[src/rtl/instr_fetch.sv]
// Instruction fetch front end: owns the fetch PC, issues one word read per
// cycle to a single-cycle-latency instruction memory, pairs each returned
// word with its PC and queues the pairs for decode behind a valid/ready port.
// A redirect flushes every speculative fetch and restarts at the new target.
module instr_fetch #(
   parameter logic [31:0] RESET_PC   = 32'h0000_0000,
   parameter int          FIFO_DEPTH = 2
) (
   input  logic        clk,
   input  logic        rst,
   output logic [31:0] imem_addr,
   input  logic [31:0] imem_rdata,
   input  logic        redirect_valid,
   input  logic [31:0] redirect_pc,
   output logic        out_valid,
   input  logic        out_ready,
   output logic [31:0] out_pc,
   output logic [31:0] out_instr
);

   // Buffer depth is restricted to 2 or 4, so pointers wrap naturally.
   localparam int AW = (FIFO_DEPTH > 2) ? 2 : 1;
   localparam int CW = AW + 1;
   localparam logic [CW-1:0] DEPTH_C = CW'(FIFO_DEPTH);

   logic [31:0]   fetch_pc;
   logic [31:0]   req_pc;
   logic          inflight;
   logic [31:0]   pc_buf    [FIFO_DEPTH];
   logic [31:0]   instr_buf [FIFO_DEPTH];
   logic [AW-1:0] rd_ptr;
   logic [AW-1:0] wr_ptr;
   logic [CW-1:0] count;
   logic [CW-1:0] occupancy;
   logic          pop;
   logic          push;
   logic          issue;

   // The low two bits of a redirect target are dropped on purpose.
   logic unused_redirect_lsbs;
   assign unused_redirect_lsbs = ^redirect_pc[1:0];

   assign imem_addr = fetch_pc;
   assign out_valid = (count != '0);
   assign out_pc    = out_valid ? pc_buf[rd_ptr]    : '0;
   assign out_instr = out_valid ? instr_buf[rd_ptr] : '0;

   assign pop  = out_valid & out_ready;
   assign push = inflight & ~redirect_valid;

   // Entries the buffer will hold once the outstanding read lands; only issue
   // when that still leaves room, so a returning word always has a slot.
   assign occupancy = count + CW'(inflight) - CW'(pop);
   assign issue     = ~redirect_valid & (occupancy < DEPTH_C);

   // Fetch PC, outstanding-request tracking and buffer bookkeeping.
   always_ff @(posedge clk) begin
      if (rst) begin
         fetch_pc <= RESET_PC;
         req_pc   <= '0;
         inflight <= 1'b0;
         rd_ptr   <= '0;
         wr_ptr   <= '0;
         count    <= '0;
      end else if (redirect_valid) begin
         fetch_pc <= {redirect_pc[31:2], 2'b00};
         inflight <= 1'b0;
         rd_ptr   <= '0;
         wr_ptr   <= '0;
         count    <= '0;
      end else begin
         if (issue) begin
            fetch_pc <= fetch_pc + 32'd4;
            req_pc   <= fetch_pc;
         end
         inflight <= issue;
         if (push) wr_ptr <= wr_ptr + AW'(1);
         if (pop)  rd_ptr <= rd_ptr + AW'(1);
         unique case ({push, pop})
            2'b10:   count <= count + CW'(1);
            2'b01:   count <= count - CW'(1);
            default: count <= count;
         endcase
      end
   end

   // Buffer storage; contents are don't-care until counted as valid.
   always_ff @(posedge clk) begin
      if (push) begin
         pc_buf[wr_ptr]    <= req_pc;
         instr_buf[wr_ptr] <= imem_rdata;
      end
   end

   // A push into a full buffer would overwrite the oldest unread entry.
   always_ff @(posedge clk) begin
      if (!rst) begin
         assert (!(push && (count == DEPTH_C)));
      end
   end

endmodule

[config.mk]
export PLATFORM = sky130hd
export DESIGN_NAME = instr_fetch
export DESIGN_NICKNAME = d
export VERILOG_FILES = /design/src/rtl/instr_fetch.sv
export SDC_FILE = /design/constraint.sdc
export NUM_CORES = 1
export LEC_CHECK = 0
export BUFFER_PORTS_ARGS = -buffer_cell sky130_fd_sc_hd__buf_2
export CORE_ASPECT_RATIO = 0.5
export CORE_MARGIN = 10
export CORE_UTILIZATION = 59
export CTS_BUF_LIST = sky130_fd_sc_hd__clkbuf_8 sky130_fd_sc_hd__clkbuf_16
export CTS_CLUSTER_SIZE = 30
export DETAILED_ROUTE_END_ITERATION = 12
export GPL_ROUTABILITY_DRIVEN = 0
export MAX_ROUTING_LAYER = met4
export PLACE_DENSITY_LB_ADDON = 0.05
export SLEW_MARGIN = 0
export SYNTH_ARGS = -nofsm -noshare
export SYNTH_HDL_FRONTEND = slang
export SYNTH_SLANG_ARGS = --single-unit
export TNS_END_PERCENT = 30
[constraint.sdc]
create_clock -name clk -period 15.9 [get_ports clk]
set_input_delay 3.18 -clock clk [delete_from_list [all_inputs] [get_ports clk]]
set_output_delay 3.18 -clock clk [all_outputs]
set_load 0.005 [all_outputs]
# Word-level counts from Yosys, hierarchy flattened

Memory sizes are Yosys's and may differ from the RTL's. A register that Yosys moved wholly into a read port is not among the register bits.
Index checks and enable logic that the tools add are counted.

Register bits after elaboration: 69
Memory bits (writable): 128
Input bits: 68
Output and inout bits: 97
Word-level logic and storage cells: 39
Memories kept: 2

Memories:

| name      | words | bits a word | read ports | clocked after memory_dff | write ports | line | source |
|---|---|---|---|---|---|---|---|
| instr_buf | 2     | 32          | 1          | 1                        | 1           | 30   | `logic [31:0] instr_buf [FIFO_DEPTH];` |
| pc_buf    | 2     | 32          | 1          | 1                        | 1           | 29   | `logic [31:0] pc_buf [FIFO_DEPTH];` |

$add $sub $neg: 7
Magnitude comparators: 1
Equality and inequality tests: 2
Multiplexer cells: 11
Bitwise gates (word level): 4
Reductions and logical operators: 5

Operator list:

| operator              | number |
|---|---|
| $mux 32               | 4 |
| $add 32x3->32 const B | 1 |
| $mux 1                | 6 |
| $reduce_bool 2->1     | 3 |
| $pmux 2 s2            | 1 |
| $and 1x1->1           | 3 |
| $add 1x1->1 const B   | 2 |
| $add 2x1->2           | 1 |
| $add 2x1->2 const B   | 1 |
| $eq 2x1->1 const B    | 1 |
| $eq 2x2->1 const B    | 1 |
| $lt 2x2->1 const B    | 1 |
| $reduce_and 2->1      | 1 |
| $reduce_or 2->1       | 1 |
| $sub 2x1->2           | 1 |
| $sub 2x1->2 const B   | 1 |
| $not 1->1             | 1 |

# Longest topological paths before layout

Gate-level depths: netlist of run 1.

Word-level depth: 7
Depth in mapped cells: 7

# Least setup slack after synthesis of run 1

Ideal clock, no wire load.

Path type: input -> register
Start: input port redirect_valid
End: memory instr_buf[0][0], enable pin
Setup time: 0.571 ns
Data arrival time: 8.098 ns
Data required time: 15.329 ns
Setup slack: 7.231 ns
Stages: 3
Path buffers: 2
Path through: clkbuf_1 -> clkbuf_1 -> nor3b_1

Longest elaborated chain between the ends: 4

Ends and longest elaborated chain:

| item                         | line | source |
|---|---|---|
| start: declaration           | 13   | `input logic redirect_valid,` |
| $not 1->1                    | 49   | `assign push = inflight & ~redirect_valid;` |
| $and 1x1->1                  | 49   |  |
| $mux 1                       | 89   | `if (push) begin` |
| $mux 1 (implied by the code) | 91   | `instr_buf[wr_ptr] <= imem_rdata;` |
| end: declaration             | 30   |  |

No other way between the ends.

==> metrics.md, run 1 <==
| Metric | Value |
|---|---|
| CP cell instances | `mux2i_1 -> nor2_1 -> buf_2` |
| Detail Placement HPWL | `11770 um` |
| DR iter-0 viols | `531` |
| Synth-to-Final Area Change | `18.02%` |
| Synth top area cells | `edfxtp_1 (48%), dfxtp_1 (17%), mux2i_1 (8.6%), nor2_1 (4.5%), nand2_1 (3.7%)` |
| Clk buf depth | `2` |
| Crit Path Max Fanout | `62` |
| Status | `completed` |
| Endpoint, Worst Hold | `pc_buf[0][25]` |
| I/O pin count | `165` |
| Setup Skew | `10.66 ps` |
| WHS | `455.1 ps` |
| Vias post-DR | `5324` |
| PwrDens | `109.4 nW/um2` |
| Post-route ant nets | `0` |
| Syn_area_per_cell | `12.13 um2` |
| CP Data Required Time | `12720 ps` |
| Final Non-Filler Cells | `972` |
| WL final | `17920 um` |
| Max Cap Viol | `0` |
| Final setup fails | `0` |
| Synth warn | `0` |
| Worst path arrival time | `2100 ps` |
| Hold bufs inserted after CTS | `0` |
| Fin crit period | `5279 ps` |
| Ys flop type | `edfxtp_1` |
| Die H | `101.4 um` |
| Critical path buffer and inverter count | `1` |
| Clock slew at reported path FFs | `70 ps` |
| PortBufs | `158` |
| Core area | `12810 um2` |
| R2r setup slk | `13350 ps` |
| Global route total overflow | `0` |
| CTS tree | `built` |
| Leakage | `3.471 nW` |
| Via density | `5.477` |
| Post-synth EDFFs | `124` |
| CP peak stage delay | `1060 ps` |
| Unrepaired setup endpoints after global routing | `no` |
| Post-Syn Instances | `645` |
| Post CTS Setup Buffer Count | `0` |
| Hold Path Origin | `req_pc[25]` |
| Post-synth top cells | `edfxtp_1 (124), nor2_1 (93), nand2_1 (77)` |
| Setup CP Type | `reg2out` |
| Average routed wire per standard cell | `18.43 um` |
| Vias in the first global route | `5221` |
| Achievable frequency | `189.4 MHz` |
| Hold Fails Final Rpt | `0` |
| Dpl ws | `10480 ps` |
| CP top delay family | `flip-flops` |
| Layout cells sized above 1 | `0.2718` |
| Placed cells | `940` |
| Initial antenna violation count | `0` |
| Root Driver | `clkbuf_16` |
| Unique masters post-synth | `51` |
| Synth area leader | `edfxtp_1` |
| Nets | `858` |
| Flip-flop and latch count after synthesis | `190` |
| R2R cell count | `5` |
| CTS sink cnt | `190` |
| Crit Reg-Reg Endpoint | `req_pc[4]` |
| Ant diodes | `0` |
| Max-slew headroom | `0.2147` |
| Synthesized area | `7825 um2` |
| Fin util | `0.7210` |
| Sequential share of the synthesized area | `0.6447` |
| Total track usage | `0.1932` |
| Hold path depth | `0` |
| Most common cell in the synthesized netlist | `edfxtp_1` |
| Maximum VDD drop | `0.08495 mV` |
| Largest net degree at the start of global routing | `66` |
| Std-Cell Rows | `29` |
| Final TNS setup | `0 ps` |
| CP max-delay cell | `dfxtp_4` |
| Crit. End Element | `primary output` |
| Die ar. | `18550 um2` |
| Cts repair resizes | `0` |
| Slew @ Worst Pin | `1178 ps` |
| Final cycle utilization of the critical path | `0.3320` |
| Chip width | `182.9 um` |
| Min-delay worst type | `reg2reg` |
| Total CTS buffers | `17` |
| Reg2reg start | `inflight` |
| Drt pass-1 iters | `5` |
| Synth top area share | `0.4759` |
| CP Launch Type | `register` |
| DRC Markers | `0` |
| Post-route setup slack | `10620 ps` |
| Global-route wire length before repair | `27820 um` |
| Starting Density | `0.6109` |
| CTS H-tree lvls | `4` |
| Worst skew pair latency | `420 ps` |
| Max-slew violation count | `0` |
| Asr flop ratio synth | `0` |
[layer usage]
layer	track usage	vias to the layer above	share of wire
li1	-	2607	-
met1	0.2753	2531	0.51
met2	0.2742	175	0.43
met3	0.04626	11	0.062
met4	0.04254	0	0.0054
met5	-	-	0
[cell families (layout without fill, tap and decap cells)]
kind of cell    count (synthesis)  count (layout)  synth area share
flops                         190             190            0.6447
compound gates                 86              86           0.07276
fa+ha+maj                       1               1          0.001599
other cells                     1               4         0.0004792
simple gates                  219             219            0.1266
xor+xnor                       29              29           0.03246
mux                            68              68           0.08714
buf+inv                        51             205           0.03422
[report_power, final]
| group | switching, mW | internal [mW] | leakage, nW | total [mW] |
|---|---|---|---|---|
| sequential | 0.0152 | 0.539 | 1.71 | 0.554 |
| combinational | 0.0331 | 0.0247 | 1.50 | 0.0578 |
| clock | 0.193 | 0.206 | 0.264 | 0.398 |
[per-stage QoR]
stage	power (mW)	cell area [um2]
3_5_place_dp	0.6229	8683
4_1_cts	1.016	9235
5_1_grt	1.045	9235
6_report	1.010	9235
3_3_place_gp	0.6204	8683
2_1_floorplan	0.5950	7836
[flip-flops by register name (all words and copies together) (netlist names), named ones only]
signal,cells
inflight,1
count,2
instr_buf,64
rd_ptr,1
pc_buf,60
req_pc,30
imem_addr,30
wr_ptr,1
[cell usage in the layout (no fill, tap or decap), types with 8 or more instances in the layout]
cell type and instances:
clkbuf_16 17, xor2_1 14, o22ai_1 8, nand2_1 77
buf_2 158, dfxtp_1 65, nor2_1 92, buf_4 8
a21oi_1 32, a211oi_1 21, edfxtp_1 124, mux2i_1 67
xnor2_1 15
[worst max path at each step]
stage                      end  slack, ps  cells after the start      startpoint
6_report            out_pc[17]      10620                      3        register
3_3_place_gp         req_pc[4]      10510                      6       out_ready
5_1_grt          out_instr[19]      10520                      3        register
3_5_place_dp         req_pc[4]      10480                      6       out_ready
2_1_floorplan  instr_buf[0][0]       7230                      3  redirect_valid
4_1_cts             out_pc[17]      10630                      3        register
[area by class of cell]
| class | count | area [um2] |
|---|---|---|
| clock inverter | 15 | 126.4 |
| sequential | 190 | 5049 |
| tap | 170 | 212.7 |
| inverter | 7 | 26.28 |
| multi-input combinational | 407 | 2545 |
| clock buffer | 17 | 425.4 |
| timing repair buffer | 166 | 850.8 |
| fill | 916 | 3573 |
Note: power is estimated with default switching activity, not from simulation.
==> run 2, diff against run 1 <==
--- a/config.mk
+++ b/config.mk
@@ -5,10 +5,11 @@
 export SDC_FILE = /design/constraint.sdc
 export NUM_CORES = 1
 export LEC_CHECK = 0
+export ABC_AREA = 1
 export BUFFER_PORTS_ARGS = -buffer_cell sky130_fd_sc_hd__buf_2
 export CORE_ASPECT_RATIO = 0.5
 export CORE_MARGIN = 10
-export CORE_UTILIZATION = 59
+export CORE_UTILIZATION = 49
 export CTS_BUF_LIST = sky130_fd_sc_hd__clkbuf_8 sky130_fd_sc_hd__clkbuf_16
 export CTS_CLUSTER_SIZE = 30
 export DETAILED_ROUTE_END_ITERATION = 12
==> constraint.sdc (replaced) <==
create_clock -name clk -period 4.5 [get_ports clk]
set_input_delay 0.9 -clock clk [delete_from_list [all_inputs] [get_ports clk]]
set_output_delay 0.9 -clock clk [all_outputs]
set_load 0.005 [all_outputs]
==> run 2 against run 1 <==
Compared with the run above:
- global-route usage fell by 0.88 points
- clock-buffer cell count did not move
- register-to-register slack got worse by 11000 ps
- synthesized area rose by 2.7%
- highest routed layer unchanged
- final area rose by 3.3%
- flip-flop and latch count did not move
- clock skew fell by 0.71 ps
- core utilization fell by 11 points
- cell count rose by 26%
- clock power rose to 3.8 times the previous value
- non-clock buffer count fell by 4
- sequential share of layout area fell by 1.8 points
==> metrics.md, run 2 <==
| Metric | Value |
|---|---|
| Vias in the first global route | `5728 (+9.7%)` |
| Flip-flop and latch count after synthesis | `190 (unchanged)` |
| Worst skew pair latency | `420 ps (about the same)` |
| WHS | `453.8 ps (-1.342 ps)` |
| # fillers | `1371 (+50%)` |
| Std-Cell Rows | `32 (+10%)` |
| R2r setup slk | `2550 ps (-10800 ps)` |
| Average routed wire per standard cell | `16.94 um (-8.1%)` |
| Root Driver | `clkbuf_16` |
| Pwr Total | `3.672 mW (+260%)` |
| Most common cell in the synthesized netlist | `nand2_1` |
| Die H | `110.5 um (+9.0%)` |
| Largest net degree at the start of global routing | `68 (+3.0%)` |
| Placed cells | `1189 (+26%)` |
| Largest reg by FF count | `instr_buf` |
| Post CTS Setup Buffer Count | `0 (unchanged)` |
| Initial antenna violation count | `0 (unchanged)` |
| Unique masters post-synth | `36 (-29%)` |
| CP peak stage delay | `850 ps (-210 ps)` |
| Post-route ant nets | `0 (unchanged)` |
| Core area | `15740 um2 (+23%)` |
| Chip width | `201.1 um (+10%)` |
| Status | `completed` |
| Vias post-DR | `6200 (+16%)` |
| DRC Markers | `0 (unchanged)` |
| Hold bufs inserted after CTS | `0 (unchanged)` |
| Setup CP Type | `reg2out` |
| Leakage | `3.921 nW (+13%)` |
| Maximum VDD drop | `0.2720 mV (+220%)` |
| Total CTS buffers | `17 (unchanged)` |
| Worst setup startpoint | `count[0]` |
| Net load switching power | `0.8492 mW (+250%)` |
| Hold Fails Final Rpt | `0 (unchanged)` |
| Post-synth top cells | `nand2_1 (246), edfxtp_1 (124), a21oi_1 (106)` |
| Final cycle utilization of the critical path | `0.7046` |
| DR iter-0 viols | `458 (-14%)` |
| Worst path arrival time | `2270 ps (+170 ps)` |
| Ys flop type | `edfxtp_1` |
| Clk buf depth | `2 (unchanged)` |
| Clock slew at reported path FFs | `70 ps (about the same)` |
| Nets | `1056 (+23%)` |
| Register area | `5046 um2 (about the same)` |
| Via density | `5.074 (-7.4%)` |
| Total track usage | `0.1844 (-0.008770)` |
| CTS H-tree lvls | `4 (unchanged)` |
| Reg2reg start | `inflight` |
| Min-delay worst type | `reg2reg` |
| WL final | `20700 um (+16%)` |
| PortBufs | `158 (unchanged)` |
| Synth area leader | `edfxtp_1` |
| Layout cells sized above 1 | `0.2120 (-0.05982)` |
| Post-synth EDFFs | `124 (unchanged)` |
| Unrepaired setup endpoints after global routing | `no` |
| CP Data Required Time | `3600 ps (-9120 ps)` |
| CP cell instances | `inv_1 -> nand2_1 -> inv_2 -> a21oi_1 -> buf_2` |
| Sw Ratio | `0.2313 (-0.007078)` |
| Max-slew violation count | `0 (unchanged)` |
| Synthesized area | `8033 um2 (+2.7%)` |
| Final Non-Filler Cells | `1222 (+26%)` |
| Crit Reg-Reg Endpoint | `pc_buf[0][12]` |
| Flip-flop count of the largest register after layout | `64 (unchanged)` |
| Setup Skew | `9.946 ps (-0.7115 ps)` |
| Commonest non-fill, non-tap cells in the layout | `nand2_1 (246), buf_2 (158), edfxtp_1 (124)` |
| Max-slew headroom | `0.2091 (-0.005546)` |
| Asr flop ratio synth | `0 (unchanged)` |
| Detail Placement HPWL | `14090 um (+20%)` |
| R2R cell count | `3 (-2)` |
| Sequential share of power | `0.534 (-0.015)` |
| Slew @ Worst Pin | `1186 ps (+8.318 ps)` |
| Post-Syn Instances | `846 (+31%)` |
| Clock network power share | `0.409 (+0.015)` |
| CTS sink cnt | `190 (unchanged)` |
| Final setup fails | `0 (unchanged)` |
| Achievable frequency | `315.4 MHz` |
| Starting Density | `0.5105 (-0.1004)` |
| Synth warn | `0 (unchanged)` |
| Sequential share of the synthesized area | `0.6280 (-0.01667)` |
| Fin crit period | `3171 ps` |
| Commonest non-fill, non-tap cell in the layout | `nand2_1` |
| PwrDens | `385.0 nW/um2 (+250%)` |
| Synth-to-Final Area Change | `18.72%` |
| Top flop regs | `instr_buf x64, pc_buf x60` |
| Final TNS setup | `0 ps (unchanged)` |
| Synth top area share | `0.4636 (-0.01230)` |
| Critical path endpoint | `out_pc[14]` |
| Power share of the combinational group | `0.057 (about the same)` |
| Drt pass-1 iters | `5 (unchanged)` |
| Syn_area_per_cell | `9.495 um2 (-22%)` |
| Global route total overflow | `0 (unchanged)` |
| Cts repair resizes | `0 (unchanged)` |
| Multi-input logic area | `2571 um2 (+1.0%)` |
| I/O pin count | `165 (unchanged)` |
| Die ar. | `22230 um2 (+20%)` |
| CP max-delay cell | `inv_2` |
| Crit. End Element | `primary output` |
| CTS tree | `built` |
| Crit Path Max Fanout | `62 (unchanged)` |
| Synth top area cells | `edfxtp_1 (46%), dfxtp_1 (16%), nand2_1 (11%), a21oi_1 (6.6%), nor2_1 (3.2%)` |
| Global-route wire length before repair | `32000 um (+15%)` |
| Total internal power | `2.823 mW (+270%)` |
| CP Launch Type | `register` |
| Max Cap Viol | `0 (unchanged)` |
[run 2: power by group through the flow]
stage / registers, mW / clock network [mW] / logic [mW]
CTS: 1.96 / 1.52 / 0.210
detailed placement: 2.00 / 0 / 0.209
finish: 1.96 / 1.50 / 0.208
global route: 1.97 / 1.60 / 0.236
floorplan: 1.99 / 0 / 0.122
global placement: 2.00 / 0 / 0.204
[run 2: area by class of cell]
cell class / instances / area share
flip-flops and latches: 190 / 0.5291
multi-input cells: 558 / 0.2696
repair buffers: 162 / 0.08738
clock buffers: 17 / 0.04461
well taps: 221 / 0.02899
inverters: 58 / 0.02309
clock inverters: 15 / 0.01692
diodes: 1 / 0.0002624
[run 2: critical path: cells and delay by family, from the launching register on]
| kind | cells | cell delay, ps |
|---|---|---|
| AO/OA/AOI/OAI | 1 | 160 |
| flip-flops | 1 | 350 |
| buffers and inverters | 3 | 1200 |
| AND/OR/NAND/NOR | 1 | 110 |
[run 2: worst min path at each step]
| stage | slack [ps] | cells after the start | to | start |
|---|---|---|---|---|
| after floorplan | 420 | 0 | pc_buf[0][10] | req_pc[10] |
| after global placement | 430 | 0 | pc_buf[0][27] | req_pc[27] |
| after detailed placement | 440 | 0 | pc_buf[1][16] | req_pc[16] |
| after CTS | 450 | 0 | pc_buf[1][9] | req_pc[9] |
| after global routing | 470 | 0 | pc_buf[1][9] | req_pc[9] |
| final | 450 | 0 | pc_buf[1][16] | req_pc[16] |
[run 2: per-layer routing]
metal / GRT usage / part of all wire / vias up
li1: - / - / 3106
met1: 0.2757 / 0.52 / 2878
met2: 0.2509 / 0.42 / 204
met3: 0.03582 / 0.060 / 12
met4: 0.03936 / 0.0053 / 0
met5: - / 0 / -
[run 2: kinds of logic (layout without fill, tap and decap cells)]
group | count (synthesis) | after routing | synth area share
fa+ha+maj | 1 | 1 | 0.001557
other cells | 1 | 5 | 0.0004668
compound gates | 176 | 176 | 0.1160
simple gates | 366 | 366 | 0.1868
xor+xnor | 11 | 11 | 0.01199
buf+inv | 101 | 252 | 0.05514
flops | 190 | 190 | 0.6280
[run 2: per-stage QoR]
stage | utilization | cell area, um2 | setup WS (ps)
after CTS | 0.6059 | 9534 | 1276
after global placement | 0.5686 | 8947 | 1376
final | 0.6061 | 9537 | 1329
after global routing | 0.6059 | 9534 | 1157
after detailed placement | 0.5686 | 8947 | 1356
after floorplan | - | 8044 | 31.62
==> run 3, diff against run 2 <==
==> constraint.sdc (replaced) <==
create_clock -name clk -period 2.65 [get_ports clk]
set_input_delay 0.53 -clock clk [delete_from_list [all_inputs] [get_ports clk]]
set_output_delay 0.53 -clock clk [all_outputs]
set_load 0.005 [all_outputs]
==> run 3 against run 2 <==
Compared with the run above:
- global-route usage fell by 0.14 points
- routed wire length fell by 2.8%
- die area did not move
- clock power rose by 73%
- combinational power rose by 71%
- critical path depth fell by 1
- non-clock buffer count rose by 5
- sequential power rose by 70%
- total power rose by 71%
==> metrics.md, run 3 (synthesized netlist as in run 2, its figures left out) <==
| Metric | Value |
|---|---|
| Status | `completed` |
| Global route total overflow | `0 (unchanged)` |
| Post-route ant nets | `0 (unchanged)` |
| CP Launch Type | `register` |
| Hold bufs inserted after CTS | `0 (unchanged)` |
| Final setup fails | `0 (unchanged)` |
| Chip width | `201.1 um (unchanged)` |
| Crit. End Element | `primary output` |
| Commonest non-fill, non-tap cells in the layout | `nand2_1 (246), buf_2 (158), edfxtp_1 (124)` |
| Initial antenna violation count | `0 (unchanged)` |
| Top flop regs | `instr_buf x64, pc_buf x60` |
| Vias post-DR | `6138 (-1.0%)` |
| CP cell instances | `buf_4 -> nand2_1 -> a21oi_1 -> buf_2` |
| Final Non-Filler Cells | `1226 (+0.33%)` |
| Clk buf depth | `2 (unchanged)` |
| Max-slew violation count | `0 (unchanged)` |
| Global-route wire length before repair | `31750 um (-0.78%)` |
| Clock slew at reported path FFs | `80 ps (about the same)` |
| Setup Skew | `12.29 ps (+2.342 ps)` |
| Detail Placement HPWL | `13630 um (-3.3%)` |
| CTS tree | `built` |
| Std-Cell Rows | `32 (unchanged)` |
| Flip-flop count of the largest register after layout | `64 (unchanged)` |
| Ant diodes | `0 (-1)` |
| Cell count along the critical path | `4 (-1)` |
| Commonest non-fill, non-tap cell in the layout | `nand2_1` |
| PortBufs | `158 (unchanged)` |
| Layout cells sized above 1 | `0.2159 (+0.003920)` |
| Maximum VDD drop | `0.5054 mV (+86%)` |
| WL final | `20120 um (-2.8%)` |
| Final cycle utilization of the critical path | `0.8924` |
| DR iter-0 viols | `411 (-10%)` |
| CP peak stage delay | `560 ps (-290 ps)` |
| Final TNS setup | `0 ps (unchanged)` |
| Total track usage | `0.1830 (-0.001395)` |
| CP max-delay cell | `buf_4` |
| Reg2reg start | `count[0]` |
| Drt pass-1 iters | `6 (+1)` |
| Achievable frequency | `422.9 MHz` |
| PwrDens | `653.3 nW/um2 (+70%)` |
| R2R cell count | `6 (+3)` |
| Leakage | `3.978 nW (+1.5%)` |
| Critical path buffer and inverter count | `2 (-1)` |
| DRC Markers | `0 (unchanged)` |
| R2r setup slk | `850 ps (-1700 ps)` |
| Root Driver | `clkbuf_16` |
| Largest reg by FF count | `instr_buf` |
| Placed cells | `1194 (+0.42%)` |
| Worst skew pair latency | `430 ps (about the same)` |
| Crit Reg-Reg Endpoint | `imem_addr[16]` |
| Core area | `15740 um2 (unchanged)` |
| Starting Density | `0.5105 (unchanged)` |
| Min-delay worst type | `in2reg` |
| Nets | `1061 (+0.47%)` |
| Post-route setup slack | `285.1 ps (-1044 ps)` |
| Total CTS buffers | `17 (unchanged)` |
| I/O pin count | `165 (unchanged)` |
| Critical path endpoint | `out_instr[31]` |
| Slew @ Worst Pin | `698.8 ps (-487.5 ps)` |
| CTS H-tree lvls | `4 (unchanged)` |
| Worst path arrival time | `1830 ps (-440 ps)` |
| Largest net degree at the start of global routing | `68 (unchanged)` |
| Hold Fails Final Rpt | `0 (unchanged)` |
| Die H | `110.5 um (unchanged)` |
| Crit Path Max Fanout | `62 (unchanged)` |
| Dpl ws | `590.6 ps (-765.7 ps)` |
| Max Cap Viol | `0 (unchanged)` |
| Fin crit period | `2365 ps` |
| Synth-to-Final Area Change | `19.80%` |
| Vias in the first global route | `5740 (+0.21%)` |
| Unrepaired setup endpoints after global routing | `no` |
| CP top delay family | `buffers and inverters` |
| Setup CP Type | `reg2out` |
| Via density | `5.007 (-1.3%)` |
| Die ar. | `22230 um2 (unchanged)` |
| CP Data Required Time | `2120 ps (-1480 ps)` |
| CTS sink cnt | `190 (unchanged)` |
| Average routed wire per standard cell | `16.41 um (-3.1%)` |
| Post CTS Setup Buffer Count | `0 (unchanged)` |
| Cts repair resizes | `0 (unchanged)` |
| Max-slew headroom | `0.5342 (+0.3250)` |
[run 3: area by class of cell]
class,instances,area [um2]
Clock buffer,17,425.4
Clock inverter,15,175.2
Fill cell,1368,6112
Inverter,58,220.2
Multi-Input combinational cell,558,2571
Sequential cell,190,5046
Tap cell,221,276.5
Timing Repair Buffer,167,908.4
[run 3: power by group]
part	switching, mW	leakage [nW]	internal, mW
registers	0.0781	1.65	3.25
clock network	1.17	0.302	1.43
logic	0.217	2.02	0.140
total	1.47	3.98	4.82
[run 3: worst register-to-register path: cells and delay by family (launching register included)]
family | cells | cell delay, ps
AND/OR/NAND/NOR | 4 | 700
buffers and inverters | 1 | 440
flip-flops | 1 | 400
AO/OA/AOI/OAI | 1 | 180
[run 3: how the worst min path moves through the flow]
stage	slack, ps	to	from	cells after the start
3_5_place_dp	430	pc_buf[0][30]	req_pc[30]	0
2_1_floorplan	420	pc_buf[0][10]	req_pc[10]	0
4_1_cts	270	instr_buf[1][6]	imem_rdata[6]	1
5_1_grt	270	instr_buf[0][6]	imem_rdata[6]	1
3_3_place_gp	430	pc_buf[0][27]	req_pc[27]	0
6_report	280	instr_buf[1][6]	imem_rdata[6]	1
[run 3: stage by stage]
| step | total power, mW | utilization | hold slack, ps | instance area [um2] |
|---|---|---|---|---|
| 3_3_place_gp | 3.739 | 0.5734 | 430.5 | 9022 |
| 3_5_place_dp | 3.751 | 0.5734 | 433.8 | 9022 |
| 4_1_cts | 6.332 | 0.6116 | 269.0 | 9623 |
| 6_report | 6.287 | 0.6116 | 283.8 | 9623 |
| 2_1_floorplan | 3.579 | - | 420.3 | 8049 |
| 5_1_grt | 6.518 | 0.6116 | 265.8 | 9623 |
[run 3: layer usage]
layer | up-vias | GRT usage | part of all wire
met3 | 17 | 0.03407 | 0.053
met2 | 181 | 0.2498 | 0.42
li1 | 3109 | - | -
met1 | 2831 | 0.2728 | 0.52
met5 | - | - | 0
met4 | 0 | 0.04185 | 0.0078
